[config.mk]
export PLATFORM = sky130hd
export DESIGN_NAME = tlul_req_limiter
export DESIGN_NICKNAME = d
export VERILOG_FILES = /design/src/rtl/tlul_req_limiter.sv
export SDC_FILE = /design/constraint.sdc
export NUM_CORES = 1
export LEC_CHECK = 0
export BUFFER_PORTS_ARGS = -buffer_cell sky130_fd_sc_hd__buf_2
export CAP_MARGIN = 20
export CORE_AREA = 2 2 111 113
export CTS_CLUSTER_SIZE = 10
export DETAILED_ROUTE_END_ITERATION = 7
export DIE_AREA = 0 0 113 115
export GPL_TIMING_DRIVEN = 0
export SYNTH_ARGS = -nofsm -noshare
export SYNTH_HDL_FRONTEND = slang
export SYNTH_SLANG_ARGS = --single-unit
[constraint.sdc]
create_clock -name clk_i -period 5.3 [get_ports clk_i]
set_input_delay 1.325 -clock clk_i [delete_from_list [all_inputs] [get_ports clk_i]]
set_output_delay 1.325 -clock clk_i [all_outputs]
set_load 0.1 [all_outputs]
[src/rtl/tlul_req_limiter.sv]
// tlul_req_limiter
//   Caps the number of outstanding TL-UL A-channel requests at MaxOut and
//   checks that D-channel responses come back in request order. The block
//   only observes the D channel: every beat is forwarded unchanged, and
//   anomalies raise sticky flags.
//
//   top_pkg / tlul_pkg: minimal TL-UL type definitions used by the ports.
//
// Ports
//   clk_i, rst_ni   clock, asynchronous active-low reset
//   tl_h_i, tl_h_o  host side (request in, response out)
//   tl_d_o, tl_d_i  device side (request out, response in)
//   outstanding_o   count of accepted requests still awaiting a response
//   order_err_o     sticky: response source mismatch, or response with nothing outstanding
//   timeout_o       sticky: D-channel idle too long while requests are outstanding
//
// Build option
//   TLUL_REQ_LIMITER_TIMEOUT_EN  when defined, adds a 16-bit idle counter that
//                                drives timeout_o; otherwise timeout_o is 0.

package top_pkg;
    localparam int TL_AW  = 32;
    localparam int TL_DW  = 32;
    localparam int TL_AIW = 8;
    localparam int TL_DIW = 1;
    localparam int TL_DBW = TL_DW / 8;
    localparam int TL_SZW = 2;
endpackage

package tlul_pkg;
    typedef struct packed {
        logic                       a_valid;
        logic [2:0]                 a_opcode;
        logic [2:0]                 a_param;
        logic [top_pkg::TL_SZW-1:0] a_size;
        logic [top_pkg::TL_AIW-1:0] a_source;
        logic [top_pkg::TL_AW-1:0]  a_address;
        logic [top_pkg::TL_DBW-1:0] a_mask;
        logic [top_pkg::TL_DW-1:0]  a_data;
        logic                       d_ready;
    } tl_h2d_t;

    typedef struct packed {
        logic                       d_valid;
        logic [2:0]                 d_opcode;
        logic [2:0]                 d_param;
        logic [top_pkg::TL_SZW-1:0] d_size;
        logic [top_pkg::TL_AIW-1:0] d_source;
        logic [top_pkg::TL_DIW-1:0] d_sink;
        logic [top_pkg::TL_DW-1:0]  d_data;
        logic                       d_error;
        logic                       a_ready;
    } tl_d2h_t;
endpackage

module tlul_req_limiter #(
    parameter int unsigned MaxOut        = 4,
    parameter int unsigned TimeoutCycles = 1024
) (
    input  logic                            clk_i,
    input  logic                            rst_ni,
    input  tlul_pkg::tl_h2d_t               tl_h_i,
    output tlul_pkg::tl_d2h_t               tl_h_o,
    output tlul_pkg::tl_h2d_t               tl_d_o,
    input  tlul_pkg::tl_d2h_t               tl_d_i,
    output logic [$clog2(MaxOut+1)-1:0]     outstanding_o,
    output logic                            order_err_o,
    output logic                            timeout_o
);

    localparam int unsigned CntW = $clog2(MaxOut + 1);
    localparam int unsigned PtrW = (MaxOut > 1) ? $clog2(MaxOut) : 1;
    localparam int unsigned AIW  = top_pkg::TL_AIW;

    logic                       full;
    logic                       a_acc;
    logic                       d_acc;
    logic                       fifo_empty;
    logic                       push;
    logic                       pop;

    logic [CntW-1:0]            cnt_q, cnt_d;
    logic [PtrW-1:0]            wr_ptr_q, wr_ptr_d;
    logic [PtrW-1:0]            rd_ptr_q, rd_ptr_d;
    logic [MaxOut-1:0][AIW-1:0] mem_q, mem_d;
    logic                       order_err_q, order_err_d;

    function automatic logic [PtrW-1:0] ptr_inc(input logic [PtrW-1:0] p);
        return (p == PtrW'(MaxOut - 1)) ? '0 : p + PtrW'(1);
    endfunction

    // Counter is held at 0 by the async reset, so full is 0 during reset.
    assign full       = (cnt_q == CntW'(MaxOut));
    assign fifo_empty = (cnt_q == '0);
    assign a_acc      = tl_h_i.a_valid & ~full & tl_d_i.a_ready;
    assign d_acc      = tl_d_i.d_valid & tl_h_i.d_ready;

    // A response arriving with nothing tracked, in the same cycle as a new
    // request, is taken to consume that request: neither push nor pop, so
    // the counter stays put and FIFO occupancy keeps matching it.
    assign pop  = d_acc & ~fifo_empty;
    assign push = a_acc & ~(d_acc & fifo_empty);

    always_comb begin
        tl_d_o         = tl_h_i;
        tl_d_o.a_valid = tl_h_i.a_valid & ~full;
        tl_h_o         = tl_d_i;
        tl_h_o.a_ready = tl_d_i.a_ready & ~full;
    end

    always_comb begin
        mem_d    = mem_q;
        wr_ptr_d = wr_ptr_q;
        rd_ptr_d = rd_ptr_q;
        cnt_d    = cnt_q;

        if (push) begin
            mem_d[wr_ptr_q] = tl_h_i.a_source;
            wr_ptr_d        = ptr_inc(wr_ptr_q);
        end
        if (pop) begin
            rd_ptr_d = ptr_inc(rd_ptr_q);
        end

        unique case ({push, pop})
            2'b10:   cnt_d = cnt_q + CntW'(1);
            2'b01:   cnt_d = cnt_q - CntW'(1);
            default: cnt_d = cnt_q;
        endcase

        order_err_d = order_err_q
                    | (d_acc & (fifo_empty | (tl_d_i.d_source != mem_q[rd_ptr_q])));
    end

    always_ff @(posedge clk_i or negedge rst_ni) begin
        if (!rst_ni) begin
            cnt_q       <= '0;
            wr_ptr_q    <= '0;
            rd_ptr_q    <= '0;
            mem_q       <= '0;
            order_err_q <= 1'b0;
        end else begin
            cnt_q       <= cnt_d;
            wr_ptr_q    <= wr_ptr_d;
            rd_ptr_q    <= rd_ptr_d;
            mem_q       <= mem_d;
            order_err_q <= order_err_d;
        end
    end

    assign outstanding_o = cnt_q;
    assign order_err_o   = order_err_q;

`ifdef TLUL_REQ_LIMITER_TIMEOUT_EN
    logic [15:0] idle_q, idle_d;
    logic        timeout_q, timeout_d;

    always_comb begin
        idle_d    = (d_acc || fifo_empty) ? 16'd0 : idle_q + 16'd1;
        timeout_d = timeout_q | (idle_d == 16'(TimeoutCycles - 1));
    end

    always_ff @(posedge clk_i or negedge rst_ni) begin
        if (!rst_ni) begin
            idle_q    <= '0;
            timeout_q <= 1'b0;
        end else begin
            idle_q    <= idle_d;
            timeout_q <= timeout_d;
        end
    end

    assign timeout_o = timeout_q;
`else
    assign timeout_o = 1'b0;
`endif

endmodule

## Word level (Yosys, flattened, before mapping)

Index checks and enable logic that the tools add are counted.

| storage, ports and cells | value |
|---|---|
| flip-flop bits (word level) | 40 |
| input port bits | 140 |
| output and inout bits | 143 |
| word-level logic and storage cells | 45 |

| operators by class | value |
|---|---|
| add/subtract/negate cells | 4 |
| order comparisons | 3 |
| equal/unequal tests | 6 |
| multiplexer cells | 8 |
| bitwise logic cells | 13 |
| reductions and logical operators | 3 |

Operator list:

| cell | number |
|---|---|
| $bwmux 32 | 1 |
| $bmux 8 s2 | 1 |
| $demux 8 s2 | 1 |
| $mux 8 | 2 |
| $and 1x1->1 | 8 |
| $ne 8x8->1 | 1 |
| $eq 2x2->1 const B | 3 |
| $lt 2x3->1 const B | 2 |
| $pmux 3 s2 | 1 |
| $add 2x1->2 const B | 2 |
| $mux 2 | 2 |
| $add 3x1->3 const B | 1 |
| $eq 3x3->1 const B | 1 |
| $logic_not 3->1 | 1 |
| $not 1->1 | 3 |
| $sub 3x1->3 const B | 1 |
| $eq 2x1->1 const B | 1 |
| $ge 2x1->1 const B | 1 |
| $or 1x1->1 | 2 |
| $reduce_bool 2->1 | 1 |
| $logic_and 1x1->1 | 1 |

## Logic depth before layout (Yosys ltp)

Gate-level depths: netlist of run 1.

| depth | value |
|---|---|
| word-level depth | 7 |
| depth in mapped cells | 11 |

## Worst setup path after synthesis of run 1

Ideal clock, no wire load.

| path | value |
|---|---|
| path kind | in2out |
| start | in tl_d_i[0] in the netlist's numbering |
| end | out tl_h_o[0] in the netlist's numbering |
| arrival time | 3.514 ns |
| data required time | 3.975 ns |
| slack | 0.461 ns |
| cell stages on the path | 1 |
| path through | a21boi_0 |

| between the ends | value |
|---|---|
| word-level cells in the longest chain between the ends | 1 |

Ends and longest elaborated chain:

| element | line | source |
|---|---|---|
| start: declaration | 65 | `input tlul_pkg::tl_d2h_t tl_d_i,` |
| $and 1x1->1 | 108 | `tl_h_o.a_ready = tl_d_i.a_ready & ~full;` |
| end: declaration | 63 | `output tlul_pkg::tl_d2h_t tl_h_o,` |

Every way passes these cells.

==> out/metrics.cfg, run 1 <==
[global_routing]
antenna_found_initial = 0
overflow = 0
grt_pass1_vias = 2385
grt_max_degree = 41
track_usage_pct = 14.4
grt_pass1_wl_um = 14000

[final_layout]
multi_input_area_um2 = 972
stdcell_area_um2 = 4250
seqCellArea_um2 = 1000
diodes = 0
drive_gt1_share_pct = 79.5
final_cells = 596
num-fill-cells = 1203
nets = 595
finish.utilization_pct = 36.0
area_growth_pct = 38.6

[cts]
tritoncts = done
root_buffer = clkbuf_16
cts_resized = 0
cts-htree-levels = 2
cts.clk_slew.worst_paths_ns = 0.06
clk_path_buf_depth = 2
clk_latency_ns = 0.27
cts_made_buffers = 5
post_cts_buffers = 0
cts_hold_buf = 0
cts_sinks = 40

[sta]
slew_headroom_pct = 39.8
setup_violations = 0
min_period_over_period_pct = 62.8
achievable-frequency_ghz = 0.300
fin_tns_setup_ns = 0
rsz0062_at_grt = no
final_hold_viol_count = 0
fin_worst_skew_ns = 0.00183
slew_viol_final = 0
period_needed_ns = 3.33
hold_ws_ns = 0.504
tightestPinTransition_ns = 0.903

[synthesis]
netlist_area_um2 = 3060
synth-seq-cells = 40
synthXorXnorAreaFrac_pct = 3.72
yosysSeqAreaShare_pct = 32.7
synthAdderAreaFrac_pct = 3.10
syn_inst = 278
synth-simple-area-share_pct = 4.98
synth.area.mux_share_pct = 17.8
ys_types = 30
syn_nets = 425
synth_area_per_cell_um2 = 11.0
synth_top_family_by_area = buffers and inverters
yosysWarnings = 0
synth_compound_area_share_pct = 1.96

[worst_setup_path]
start_kind = input pin
critPathArrivalTime_ns = 2.01
slowest_delay_ns = 0.45
cp-end-kind = primary output
reg2regPathDepth = 11
path_cells = buf_2 -> a21boi_0 -> buf_2
worstPathMaxFanout = 2
crit_type = in -> out
cpMaxStageDelayCell = buf_2
cp.required_ns = 3.97
cpMostUsedCell = buf_2

[placed_design]
portBuffers = 163
hpwl_um = 9050
placed_cell_area_um2 = 4060
placed_cells = 588
place.gp.congestion = 0.744

[floorplan]
core_um2 = 11800
die_width_um = 113
die_h_um = 115
boundaryPins = 283
dieArea_um2 = 13000
rows = 40
initial_core_util_pct = 25.9

[route]
drt_first_pass_iters = 6
wl_met1_um = 4110
drt_iter0_markers = 85
drc = 20
antenna_left = 0
top_layer_used = met4
wl_per_cell_um = 17.3
num_vias = 2377
via_per_inst = 3.99
totalWireLength_um = 10300
route.met2.wl_um = 5160
wl_met3_um = 969

[power_and_ir_drop]
leakage_nw = 2.28
power_density_nw_per_um2 = 493
max-vdd-ir-drop_v = 0.000319

[outcome]
outcome = finished with violations
violations = DRC

[worst_hold_path]
hold_path_class = reg -> reg
hold_depth = 1

[run]
drv_cap = 0

metrics by stage:
stage	power, mW	setup slack (ns)
after floorplan	1.57	0.461
after global placement	1.73	1.95
after detailed placement	1.75	1.97
after CTS	2.12	1.97
after global routing	2.20	1.94
final	2.09	1.97
final timing paths:
kind                                       start          endpoint  slack (ns)
worst max-delay path                   tl_d_i[0]         tl_h_o[0]        1.97
worst min-delay path                   mem_q[28]         mem_q[28]        0.50
worst max register to register  outstanding_o[2]  outstanding_o[2]        2.86
worst min register to register         mem_q[28]         mem_q[28]        0.50
max in group asynchronous                 rst_ni       wr_ptr_q[0]        3.56
min in group asynchronous                 rst_ni         mem_q[24]        1.18
kinds of logic (layout without fill, tap and decap cells):
family	after synthesis	count (layout)
compound gates	9	9
xor+xnor	13	13
fa+ha+maj	7	7
buf+inv	147	318
flops	40	40
mux	43	43
other cells	1	1
simple gates	18	18
layout make-up:
class	count	share of cell area (%)
tap	147	4.33
timing repair buffer	163	19.2
clock buffer	7	3.59
clock inverter	1	0.707
inverter	7	0.619
sequential	40	23.6
buffer	140	25.1
multi-input combinational	91	22.9
flip-flops by register name, indices dropped and copies added, names as in the netlist:
register,count
mem_q,32
outstanding_o,3
rd_ptr_q,2
wr_ptr_q,2
order_err_o,1
per-layer routing:
metal	track usage, %	vias to the layer above
li1	-	1108
met1	19.0	1147
met2	24.6	118
met3	3.43	4
met4	2.60	0
met5	0	-
layout by cell type, fill, tap and decap left out:
master     synthesis  final
a21boi_0           1      1
a21boi_2           1      1
a21o_2             1      1
a21oi_1            2      2
and3_2             1      1
buf_12             1      1
buf_2              1    164
buf_4            137    137
buf_6              1      1
bufinv_16          0      1
clkbuf_16          0      5
clkbuf_8           0      2
conb_1             1      1
dfrtp_1           40     40
fa_1               1      1
ha_1               6      6
inv_1              7      7
mux2_2            33     33
mux2i_1            4      4
mux4_2             6      6
nand2_1            2      2
nand2_8            4      4
nand3_1            2      2
nand3b_1           1      1
nand4_1            1      1
nor2_1             3      3
nor3_1             2      2
nor4_1             1      1
o21ai_0            3      3
o31ai_1            1      1
or3_1              1      1
xnor2_1            6      6
xor2_1             7      7
power by group:
group          switching, mW  internal [mW]
logic                  0.784          0.407
clock network          0.110          0.248
registers             0.0882          0.455
total                  0.983           1.11
critical path: cells and delay by family:
family          cells  cell delay [ns]
buf+inv             2             0.53
compound gates      1             0.15
cells in the mapped netlist:
master,count,area [µm²]
a21boi_2,1,11.3
nand3b_1,1,7.51
or3_1,1,6.26
a21oi_1,2,10.0
xnor2_1,6,52.6
buf_2,1,5.00
buf_12,1,20.0
mux4_2,6,135
mux2i_1,4,40.0
buf_6,1,11.3
mux2_2,33,372
xor2_1,7,61.3
a21o_2,1,8.76
nor2_1,3,11.3
nand3_1,2,10.0
o21ai_0,3,15.0
a21boi_0,1,7.51
o31ai_1,1,7.51
and3_2,1,7.51
nand4_1,1,6.26
nor3_1,2,10.0
nor4_1,1,6.26
fa_1,1,20.0
inv_1,7,26.3
buf_4,137,1030
nand2_1,2,7.51
nand2_8,4,80.1
dfrtp_1,40,1000
conb_1,1,3.75
ha_1,6,75.1
(Power assumes the default switching activity.)
==> run 2: changes to the inputs <==
CORE_AREA = 2 2 110 112   (was 2 2 111 113)
DIE_AREA = 0 0 112 114   (was 0 0 113 115)
clock period = 2.7 ns   (was 5.3 ns; I/O delays follow)
==> out/metrics.cfg, run 2 (synthesis gave the netlist of run 1 again) <==
[worst_setup_path]
cp.required_ns = 2.90  ; was 3.97 ns
crit_type = reg -> reg  ; was in -> out
reg2regPathDepth = 11  ; unchanged
timing.rr.end = outstanding_o[2]  ; unchanged
critPathArrivalTime_ns = 2.64  ; was 2.01 ns
setup.worst_path.start = outstanding_o[1]  ; was tl_d_i[0]
cp-end-kind = flop  ; was primary output
crit-reg2reg-launch = outstanding_o[1]  ; was outstanding_o[2]
reg2reg_slack_ns = 0.25  ; was 2.86 ns
start_kind = flop  ; was input pin
worstPathMaxFanout = 8  ; was 2

[final_layout]
finish.utilization_pct = 36.3  ; was 36.0%
drive_gt1_share_pct = 81.0  ; was 79.5%
diodes = 0  ; unchanged
regMostFlops = mem_q  ; unchanged
nets = 595  ; unchanged
num-fill-cells = 1219  ; was 1203
largest_reg_flops = 32  ; unchanged
final_cell_mix = buf_2 (164), buf_4 (137), dfrtp_1 (37), mux2_2 (33), xor2_1 (7)  ; was buf_2 (164), buf_4 (137), dfrtp_1 (40), mux2_2 (33)
final_common_cell = buf_2  ; unchanged
final_cells = 595  ; was 596
area_growth_pct = 38.5  ; was 38.6%

[placed_design]
place.gp.congestion = 0.865  ; was 0.744
place_ws_ns = 0.278  ; was 1.97 ns
hpwl_um = 8960  ; was 9050 µm
portBuffers = 163  ; unchanged
placed_cells = 588  ; unchanged

[sta]
setup_violations = 0  ; unchanged
setup_ws_ns = 0.253  ; was 1.97 ns
slew_headroom_pct = 39.5  ; was 39.8%
min_period_over_period_pct = 90.6
achievable-frequency_ghz = 0.409
tightestPinTransition_ns = 0.908  ; was 0.903 ns
period_needed_ns = 2.45
rsz0062_at_grt = no  ; unchanged
final_hold_viol_count = 0  ; unchanged
fin_worst_skew_ns = 0.00400  ; was 0.00183 ns
slew_viol_final = 0  ; unchanged

[power_and_ir_drop]
leakage_nw = 2.26  ; was 2.28 nW
max-vdd-ir-drop_v = 0.000450  ; was 0.000319 V
p_total_mw = 4.04  ; was 2.09 mW
power_density_nw_per_um2 = 952  ; was 493 nW/µm²

[worst_hold_path]
hold_path_class = reg -> reg  ; unchanged
hp-start = mem_q[24]  ; was mem_q[28]
holdPathEnd = mem_q[24]  ; was mem_q[28]
hold_depth = 1  ; unchanged

[cts]
post_cts_buffers = 0  ; unchanged
clk_path_buf_depth = 2  ; unchanged
cts_resized = 0  ; unchanged
cts.clk_slew.worst_paths_ns = 0.05  ; was 0.06 ns
cts_hold_buf = 0  ; unchanged
cts-htree-levels = 2  ; unchanged
cts_made_buffers = 5  ; unchanged
tritoncts = done  ; unchanged
root_buffer = clkbuf_16  ; unchanged
cts_sinks = 40  ; unchanged
clk_latency_ns = 0.27  ; about the same

[route]
drt_iter0_markers = 52  ; was 85
antenna_left = 0  ; unchanged
wl_per_cell_um = 17.1  ; was 17.3 µm
via_per_inst = 3.97  ; was 3.99
totalWireLength_um = 10200  ; was 10300 µm
drc = 0  ; was 20
num_vias = 2364  ; was 2377
drt_first_pass_iters = 4  ; was 6

[floorplan]
dieArea_um2 = 12800  ; was 13000 µm²
boundaryPins = 283  ; unchanged
die_width_um = 112  ; was 113 µm
die_h_um = 114  ; was 115 µm
initial_core_util_pct = 26.2  ; was 25.9%
core_um2 = 11700  ; was 11800 µm²
rows = 40  ; unchanged

[global_routing]
overflow = 0  ; unchanged
grtUsageMet1_pct = 21.6  ; was 19.0%
track_usage_pct = 14.8  ; was 14.4%
grt_max_degree = 41  ; unchanged
grt_pass1_vias = 2431  ; was 2385
grtUsageMet2_pct = 22.4  ; was 24.6%
busiest_layer = met2  ; unchanged
grt_util_met3_pct = 4.04  ; was 3.43%
antenna_found_initial = 0  ; unchanged
grt_pass1_wl_um = 14300  ; was 14000 µm

[run]
drv_cap = 0  ; unchanged

[outcome]
outcome = finished, final reports clean  ; was finished with violations

-- run 2: changes by cell type in the layout (fill, tap and decap cells not counted), moves of 2 or more --
cell      change
dfrtp_1       -3
dfrtp_4       +2
clkbuf_1      +2
clkbuf_8      -2
inv_1         -2
-- run 2: critical path, cell delays in order, from the launching register on --
cell and delay [ns]:
dfrtp_4 0.50, nor3_1 0.34, nand3_1 0.17, and3_4 0.22, buf_12 0.15, inv_4 0.06
ha_4 0.13, inv_2 0.04, fa_2 0.35, xor2_1 0.14, nor2_1 0.12, xor2_1 0.14
-- run 2: worst max-delay path by stage --
stage | endpoint | depth (start not counted)
after floorplan | outstanding_o[2] | 11
after global placement | outstanding_o[2] | 11
after detailed placement | outstanding_o[2] | 11
after CTS | outstanding_o[2] | 11
after global routing | outstanding_o[2] | 11
final | outstanding_o[2] | 11
-- run 2: through the flow --
stage | area (µm²) | TNS, ns | hold slack (ns)
floorplan | 3110 | -0.0138 | 0.379
global placement | 4110 | 0 | 0.482
detailed placement | 4110 | 0 | 0.492
CTS | 4250 | 0 | 0.505
global route | 4250 | 0 | 0.509
finish | 4250 | 0 | 0.498
-- run 2: report_power, final --
part | internal, mW | switching (mW) | total, mW | leakage (nW)
clock network | 0.337 | 0.201 | 0.538 | 0.0640
registers | 0.905 | 0.182 | 1.09 | 0.477
logic | 0.824 | 1.59 | 2.42 | 1.72
total | 2.07 | 1.97 | 4.04 | 2.26
-- run 2: per-layer routing --
metal	up-vias	part of all wire, %
met2	134	45
met5	-	0
met3	8	8.2
li1	1118	-
met4	0	0.89
met1	1104	46
-- run 2: cell type report --
class	count	area [µm²]	share of cell area, %
plain buffers	140	1060	25.1
clock buffers	7	133	3.12
inverters	7	28.8	0.678
multi-input cells	91	1010	23.8
flip-flops and latches	40	1010	23.8
well taps	147	184	4.33
repair buffers	163	816	19.2
==> run 3: changes to the inputs <==
PLACE_DENSITY = 0.66   (was unset)
==> out/metrics.cfg, run 3 (synthesis gave the netlist of run 1 again) <==
[cts]
post_cts_buffers = 0  ; unchanged
cts-htree-levels = 2  ; unchanged
tritoncts = done  ; unchanged
cts_resized = 0  ; unchanged
cts_made_buffers = 5  ; unchanged
root_buffer = clkbuf_16  ; unchanged
cts.clk_slew.worst_paths_ns = 0.06  ; was 0.05 ns
cts_sinks = 40  ; unchanged
clk_path_buf_depth = 2  ; unchanged
clk_latency_ns = 0.28  ; was 0.27 ns
cts_hold_buf = 0  ; unchanged

[final_layout]
stdcell_area_um2 = 4280  ; was 4250 µm²
final_cell_mix = buf_2 (164), buf_4 (137), dfrtp_1 (37), mux2_2 (33), xor2_1 (7)  ; unchanged
nets = 595  ; unchanged
largest_reg_flops = 32  ; unchanged
area_growth_pct = 39.8  ; was 38.5%
final_common_cell = buf_2  ; unchanged
regMostFlops = mem_q  ; unchanged
finish.utilization_pct = 36.6  ; was 36.3%
drive_gt1_share_pct = 81.5  ; was 81.0%
diodes = 0  ; unchanged

[route]
totalWireLength_um = 11000  ; was 10200 µm
num_vias = 2428  ; was 2364
antenna_left = 0  ; unchanged
drt_iter0_markers = 81  ; was 52
via_per_inst = 4.07  ; was 3.97
wl_per_cell_um = 18.5  ; was 17.1 µm
drc = 0  ; unchanged
drt_first_pass_iters = 4  ; unchanged

[global_routing]
overflow = 0  ; unchanged
track_usage_pct = 16.1  ; was 14.8%
grt_max_degree = 41  ; unchanged
grt_pass1_wl_um = 15200  ; was 14300 µm
grt_pass1_vias = 2446  ; was 2431
antenna_found_initial = 0  ; unchanged

[power_and_ir_drop]
power_density_nw_per_um2 = 978  ; was 952 nW/µm²
seqPwrFrac_pct = 26.1  ; was 26.9%
swShare_pct = 48.3  ; was 48.9%
switchingPower_mw = 2.02  ; was 1.97 mW
max-vdd-ir-drop_v = 0.000491  ; was 0.000450 V
power.clock.fraction_pct = 16.2  ; was 13.3%
leakage_nw = 2.27  ; was 2.26 nW
combPwrFrac_pct = 57.7  ; was 59.8%
intPower_mw = 2.16  ; was 2.07 mW

[sta]
final_hold_viol_count = 0  ; unchanged
slew_headroom_pct = 40.8  ; was 39.5%
period_needed_ns = 2.41  ; was 2.45 ns
rsz0062_at_grt = no  ; unchanged
setup_violations = 0  ; unchanged
setup_ws_ns = 0.286  ; was 0.253 ns
hold_ws_ns = 0.502  ; was 0.498 ns
min_period_over_period_pct = 89.4  ; was 90.6%
achievable-frequency_ghz = 0.414  ; was 0.409 GHz
slew_viol_final = 0  ; unchanged
fin_worst_skew_ns = 0.00499  ; was 0.00400 ns
tightestPinTransition_ns = 0.887  ; was 0.908 ns

[worst_hold_path]
hold_path_class = in -> async  ; was reg -> reg

[worst_setup_path]
crit_family = simple AND/OR/NAND/NOR gates  ; unchanged
crit_buf_inv = 3  ; unchanged
cpMostUsedCell = xor2_1  ; unchanged
cp.required_ns = 2.91  ; was 2.90 ns
crit_type = reg -> reg  ; unchanged
path_cells = nor3_1 -> nand3_1 -> and3_4 -> buf_12 -> inv_4 -> ha_4 -> inv_2 -> fa_2 -> xor2_1 -> nor2_1 -> xor2_1  ; unchanged
setup.worst_path.start = outstanding_o[1]  ; unchanged
cp-end-kind = flop  ; unchanged
crit-reg2reg-launch = outstanding_o[1]  ; unchanged
slowest_delay_ns = 0.51  ; was 0.50 ns
worstPathMaxFanout = 8  ; unchanged
critPathArrivalTime_ns = 2.62  ; was 2.64 ns
cpMaxStageDelayCell = dfrtp_4  ; unchanged
start_kind = flop  ; unchanged

[placed_design]
hpwl_um = 9750  ; was 8960 µm
portBuffers = 163  ; unchanged
place.gp.congestion = 0.884  ; was 0.865
placed_cell_area_um2 = 4110  ; unchanged
place_ws_ns = 0.297  ; was 0.278 ns

[floorplan]
die_h_um = 114  ; unchanged
initial_core_util_pct = 26.2  ; unchanged
die_width_um = 112  ; unchanged
dieArea_um2 = 12800  ; unchanged
boundaryPins = 283  ; unchanged
core_um2 = 11700  ; unchanged
rows = 40  ; unchanged

[outcome]
outcome = finished, final reports clean  ; unchanged

[run]
drv_cap = 0  ; unchanged

-- run 3: changes by cell type in the layout (fill, tap and decap cells not counted), sizes merged --
cell      previous run  this run
bufinv               0         1
clkbuf               7         5
inv                  7         8
clkinvlp             0         1
-- run 3: worst paths after layout --
kind / end / slack [ns] / cells after the start
max in group asynchronous: outstanding_o[0] / 1.53 / 1
setup reg to reg: outstanding_o[2] / 0.29 / 11
hold reg to reg: mem_q[10] / 0.50 / 1
setup / recovery: outstanding_o[2] / 0.29 / 11
hold / removal: mem_q[27] / 0.50 / 1
min in group clk_i: mem_q[10] / 0.50 / 1
-- run 3: stage by stage --
| stage | power (mW) | TNS [ns] | cells |
|---|---|---|---|
| 3_3_place_gp | 3.46 | 0 | 588 |
| 2_1_floorplan | 3.13 | -0.0138 | 278 |
| 5_1_grt | 4.40 | 0 | 596 |
| 3_5_place_dp | 3.53 | 0 | 588 |
| 4_1_cts | 4.23 | 0 | 596 |
| 6_report | 4.19 | 0 | 596 |
-- run 3: worst reg2reg max path: cells and delay by family, from the launching register on --
family                     cells  cell delay, ns
and+or+nand+nor                4            0.81
buffers and inverters          3            0.25
adders and majority gates      2            0.48
xor gates and xnor gates       2            0.30
DFF                            1            0.51
-- run 3: power groups by stage --
stage | clock, mW | combinational (mW) | sequential [mW]
final | 0.680 | 2.42 | 1.09
after global routing | 0.722 | 2.55 | 1.13
after CTS | 0.692 | 2.45 | 1.09
after detailed placement | 0 | 2.43 | 1.10
after global placement | 0 | 2.39 | 1.07
after floorplan | 0 | 1.92 | 1.21
-- run 3: final cells by class --
type / count / area [µm²]
plain buffers: 140 / 1060
repair buffers: 163 / 816
fillers: 1188 / 7430
inverters: 7 / 28.8
well taps: 147 / 184
flip-flops and latches: 40 / 1010
multi-input cells: 91 / 1010
clock buffers: 5 / 125
clock inverters: 3 / 46.3
-- run 3: metal layers --
layer  part of all wire (%)  vias to the layer above  global-route usage [%]
met3                    8.2                        9                    5.31
met1                     44                     1194                    22.1
met4                   0.85                        0                    2.68
li1                       -                     1112                       -
met2                     47                      113                    25.5
met5                      0                        -                       0
